<file path="config.mk">
export PLATFORM = sky130hd
export DESIGN_NAME = bus_arbiter
export DESIGN_NICKNAME = d
export VERILOG_FILES = /design/src/rtl/bus_arbiter.sv
export SDC_FILE = /design/constraint.sdc
export NUM_CORES = 1
export LEC_CHECK = 0
export ABC_CLOCK_PERIOD_IN_PS = 4300
export CAP_MARGIN = 20
export CORE_MARGIN = 10
export CORE_UTILIZATION = 55
export DETAILED_ROUTE_END_ITERATION = 10
export PLACE_DENSITY = 0.79
export SLEW_MARGIN = 20
export SYNTH_ARGS = -nofsm -noshare
export SYNTH_HDL_FRONTEND = slang
export SYNTH_SLANG_ARGS = --single-unit
</file>
<file path="constraint.sdc">
create_clock -name clk -period 4.3 [get_ports clk]
set_input_delay 0.43 -clock clk [delete_from_list [all_inputs] [get_ports clk]]
set_output_delay 0.43 -clock clk [all_outputs]
set_load 0.05 [all_outputs]
</file>
<file path="src/rtl/bus_arbiter.sv">
// bus_arbiter: round-robin arbiter for up to 8 requesters with ownership hold
// and a watchdog that reclaims the bus from a stalled owner.
module bus_arbiter #(
  parameter int unsigned INPUTS        = 4,
  parameter int unsigned TIMEOUT       = 255,
  parameter int unsigned TIMEOUT_WIDTH = 8
) (
  input  logic              clk,
  input  logic              rst,
  input  logic [INPUTS-1:0] request,
  input  logic              transferDone,
  output logic [INPUTS-1:0] grant,
  output logic              grantValid,
  output logic [2:0]        grantIndex,
  output logic              timeoutError,
  output logic [2:0]        timeoutIndex
);

  localparam int unsigned IDX_W = 3;
  localparam int unsigned MAX_IN = 8;
  localparam logic [IDX_W-1:0] LAST_RESET = IDX_W'(INPUTS - 1);
  localparam logic [TIMEOUT_WIDTH-1:0] EXPIRY = TIMEOUT_WIDTH'(TIMEOUT - 1);
  localparam bit WDOG_EN = (TIMEOUT != 0);

  // Elaboration-time parameter legality checks
  if (INPUTS < 1 || INPUTS > MAX_IN) begin : g_bad_inputs
    $error("bus_arbiter: INPUTS must be in 1..8");
  end
  if (TIMEOUT_WIDTH < 1 || TIMEOUT_WIDTH > 32 ||
      64'(TIMEOUT) >= (64'd1 << TIMEOUT_WIDTH)) begin : g_bad_timeout
    $error("bus_arbiter: TIMEOUT does not fit in TIMEOUT_WIDTH");
  end

  typedef enum logic [0:0] {
    IDLE  = 1'b0,
    GRANT = 1'b1
  } state_e;

  state_e                   state_q, state_d;
  logic [INPUTS-1:0]        grant_q, grant_d;
  logic                     grant_valid_q, grant_valid_d;
  logic [IDX_W-1:0]         grant_index_q, grant_index_d;
  logic                     timeout_error_q, timeout_error_d;
  logic [IDX_W-1:0]         timeout_index_q, timeout_index_d;
  logic [TIMEOUT_WIDTH-1:0] counter_q, counter_d;
  logic [INPUTS-1:0]        mask_q, mask_d;
  logic [IDX_W-1:0]         last_index_q, last_index_d;

  logic [MAX_IN-1:0]        eligible;
  logic [MAX_IN-1:0]        req_wide;
  logic [IDX_W:0]           arb_sum;
  logic                     win_found;
  logic [IDX_W-1:0]         win_idx;
  logic                     owner_req;
  logic                     expired;

  // Round-robin search: first eligible requester after the last winner
  always_comb begin
    eligible  = MAX_IN'(request & ~mask_q);
    arb_sum   = '0;
    win_found = 1'b0;
    win_idx   = '0;
    for (int unsigned off = 1; off <= INPUTS; off++) begin
      arb_sum = (IDX_W + 1)'(last_index_q) + (IDX_W + 1)'(off);
      if (arb_sum >= (IDX_W + 1)'(INPUTS)) begin
        arb_sum = arb_sum - (IDX_W + 1)'(INPUTS);
      end
      if (!win_found && eligible[arb_sum[IDX_W-1:0]]) begin
        win_found = 1'b1;
        win_idx   = arb_sum[IDX_W-1:0];
      end
    end
  end

  // Owner request level and watchdog expiry for the current grant
  always_comb begin
    req_wide  = MAX_IN'(request);
    owner_req = req_wide[grant_index_q];
    expired   = WDOG_EN && !transferDone && (counter_q == EXPIRY);
  end

  // Next-state and registered-output logic
  always_comb begin
    state_d         = state_q;
    grant_d         = grant_q;
    grant_valid_d   = grant_valid_q;
    grant_index_d   = grant_index_q;
    timeout_error_d = 1'b0;
    timeout_index_d = timeout_index_q;
    counter_d       = counter_q;
    last_index_d    = last_index_q;
    // a mask bit is forgotten as soon as its requester lets go
    mask_d          = mask_q & request;

    unique case (state_q)
      IDLE: begin
        if (win_found) begin
          state_d       = GRANT;
          grant_d       = INPUTS'(1) << win_idx;
          grant_valid_d = 1'b1;
          grant_index_d = win_idx;
          last_index_d  = win_idx;
          counter_d     = '0;
        end
      end
      GRANT: begin
        if (!owner_req) begin
          // normal release wins over a simultaneous watchdog expiry
          state_d       = IDLE;
          grant_d       = '0;
          grant_valid_d = 1'b0;
          grant_index_d = '0;
          counter_d     = '0;
        end else if (expired) begin
          state_d         = IDLE;
          grant_d         = '0;
          grant_valid_d   = 1'b0;
          grant_index_d   = '0;
          counter_d       = '0;
          timeout_error_d = 1'b1;
          timeout_index_d = grant_index_q;
          mask_d          = mask_d | grant_q;
        end else if (transferDone) begin
          counter_d = '0;
        end else begin
          counter_d = counter_q + TIMEOUT_WIDTH'(1);
        end
      end
      default: begin
        state_d = IDLE;
      end
    endcase
  end

  // State and output registers with synchronous reset
  always_ff @(posedge clk) begin
    if (rst) begin
      state_q         <= IDLE;
      grant_q         <= '0;
      grant_valid_q   <= 1'b0;
      grant_index_q   <= '0;
      timeout_error_q <= 1'b0;
      timeout_index_q <= '0;
      counter_q       <= '0;
      mask_q          <= '0;
      last_index_q    <= LAST_RESET;
    end else begin
      state_q         <= state_d;
      grant_q         <= grant_d;
      grant_valid_q   <= grant_valid_d;
      grant_index_q   <= grant_index_d;
      timeout_error_q <= timeout_error_d;
      timeout_index_q <= timeout_index_d;
      counter_q       <= counter_d;
      mask_q          <= mask_d;
      last_index_q    <= last_index_d;
    end
  end

  assign grant        = grant_q;
  assign grantValid   = grant_valid_q;
  assign grantIndex   = grant_index_q;
  assign timeoutError = timeout_error_q;
  assign timeoutIndex = timeout_index_q;

endmodule

</file>
==> flow_metrics.tcl <==
set metrics [dict create \
    synthArstFlopShare_pct 0 \
    p_sw_w 0.000509 \
    route.detailed.drc 0 \
    crit-reg2reg-launch "last_index_q[0]" \
    cts_hold_buf 0 \
    rr_worst_depth 8 \
    dieArea_sq_um 5230 \
    critical_path_class "reg2reg" \
    finalNonFillerCells 204 \
    ant_nets 0 \
    grt_pass1_vias 1211 \
    dp_hpwl_um 2640 \
    setup_tns_ps 0 \
    antenna_found_initial 0 \
    initial_utilization_pct 59.1 \
    clk_pin_slew_ps 160 \
    wire_per_inst_um 17.2 \
    final_cell_mix "28 x dfxtp_1, 18 x clkdlybuf4s50_1, 15 x nor2_1" \
    synth_edf_count 0 \
    cts_root_buf "clkbuf_4" \
    hold_slack_ps 484 \
    final-hold-violation-count 0 \
    p_total_w 0.00109 \
    die_x_um 72.3 \
    grt_overflow_total 0 \
    start_kind "flop" \
    synth_cells 155 \
    yosysSeqAreaShare_pct 37.3 \
    comb_power_share_pct 54.1 \
    worst_slew_margin_rel_pct 57.8 \
    setup_slack_ps 1290 \
    cts_buffers 3 \
    synthesis.area_sq_um 1500 \
    layout_commonest_cell "dfxtp_1" \
    worstSetupEndpointType "flop" \
    die_h_um 72.3 \
    grt_setup_unrepaired "no" \
    reg2reg_to "grant[0]" \
    power_density_nw_per_um2 626 \
    ys_warn_count 0 \
    min_from "timeoutIndex[2]" \
    setup_viol 0 \
    grt_pass1_wl_um 5840 \
    cts_resized 0 \
    cts_tree "yes" \
    area_delta_synth_final_pct 15.4 \
    hold_path_class "reg2reg" \
    grt_usage_pct 13.4 \
    power_frac_seq_pct 34.1 \
    diodes 0 \
    status "completed" \
    syn_area_per_cell_sq_um 9.70 \
    gp_congestion 0.866 \
    dp_slack_ps 1350 \
    clockBufferDepth 2 \
    fin_worst_skew_ps 14.6 \
    clock_latency_ps 330 \
    layout-drive-gt1-share_pct 10.3 \
    p_int_w 0.000578 \
    io_pins 19 \
    rrSetupSlack_ps 1290 \
    htreeDepth 1 \
    fin_crit_sh_pct 70.1 \
    core_region_area_sq_um 2540 \
    clock-sinks 28 \
    cp_data_required_time_ps 4530 \
    whs_path_depth 1 \
    drtIter0Drc 94 \
    port_buffers 18 \
    drtPass1Iterations 4 \
    min_to "timeoutIndex[2]" \
    vias_per_cell 6.26 \
    num_rows 18 \
    cap_violations 0 \
    final.min_clock_period_ps 3010 \
    switching_share_pct 46.8 \
    worst-slew-pin-transition_ps 632 \
    drt_wl_total_um 3510 \
    cp_max_fo 18 \
    grt_max_degree 19 \
    yosys_most_used_dff "dfxtp_1" \
    max_freq_mhz 332 \
    critical_path_arrival_ps 3240 \
    synth-seq-cells 28 \
    num_vias 1278 \
    p_leak_nw 0.606 \
    fin_nets 186 \
    clockPowerShare_pct 11.8 \
    placed_cells 200 \
    syn_nets 166 \
    cts_setup_buffers 0 \
    slew_violations 0 \
    max-vdd-ir-drop_v 0.000556 \
    synth_cell_type_count 57 \
]
-- power by group through the flow --
stage          clock [W]  combinational (W)  sequential (W)
2_1_floorplan          0           0.000381        0.000433
3_3_place_gp           0           0.000562        0.000372
6_report        0.000128           0.000588        0.000371
3_5_place_dp           0           0.000577        0.000373
4_1_cts         0.000128           0.000581        0.000368
5_1_grt         0.000143           0.000631        0.000377
-- worst max-delay path: stages (launching register included) --
cell and delay, ps:
dfxtp_1 750, inv_2 120, ha_1 470, nand2_1 110
o21a_1 210, o221a_2 190, o31ai_2 550, nor2_1 220
a32o_1 300
-- per-stage QoR --
step / utilization (%) / area [sq um]
CTS: 68.2 / 1740
detailed placement: 66.8 / 1700
floorplan: - / 1500
global placement: 66.8 / 1700
finish: 68.2 / 1740
global route: 68.2 / 1740
-- state kept, by name, summed over array words and instances, names as in the netlist --
name and count:
grantIndex 3, grant 4, last_index_q 3, timeoutError 1, mask_q 4, timeoutIndex 3, grantValid 1, counter_q 8
state_q 1
-- cell usage after synthesis (2+ instances only) --
cell      instances  area share, %
nand2b_1          5            2.1
a22oi_1           4            2.0
a21oi_1           9            3.0
mux4_2            2            3.0
a211oi_1          2            1.0
nand3_1           2           0.67
ha_1              4            3.3
o31ai_1           3            1.5
a22o_1            2            1.2
o21ai_1           2           0.67
o21ai_0           4            1.3
and2_1            2           0.83
nor3b_1           3            1.5
nor4_1            2           0.83
a32o_1            4            2.7
nand3b_1          2            1.0
or4_1             2            1.0
dfxtp_1          28             37
nor2_1           15            3.7
nor2b_1           4            1.7
nand4_1           2           0.83
inv_1             5            1.2
nand2_1           5            1.2
or3_1             3            1.2
o21a_1            2            1.0
mux2i_1           6            4.0
-- layout make-up --
class,instances,area (sq um)
Sequential cell,28,561
Timing Repair Buffer,18,180
Tap cell,30,37.5
Multi-Input combinational cell,118,898
Fill cell,208,810
Inverter,6,22.5
Clock buffer,4,36.3
-- how the worst max path moves through the flow --
stage | startpoint | to
2_1_floorplan | last_index_q[0] | grantIndex[1]
3_3_place_gp | last_index_q[0] | grantIndex[1]
3_5_place_dp | last_index_q[0] | grant[0]
4_1_cts | last_index_q[0] | grant[0]
5_1_grt | last_index_q[0] | counter_q[1]
6_report | last_index_q[0] | grant[0]
-- metal layers --
metal,vias up,global-route usage [%],routed length [um]
li1,632,-,-
met1,617,18.6,1730
met2,25,19.1,1570
met3,4,4.90,193
met4,0,3.23,21
met5,-,0,0
-- cell families after synthesis --
group	share of synthesized area, %
buf+inv	2.99
simple gates	23.0
xor+xnor	1.16
compound gates	25.3
fa+ha+maj	3.33
flops	37.3
mux	6.99
Power figures use the tool's default switching activity.
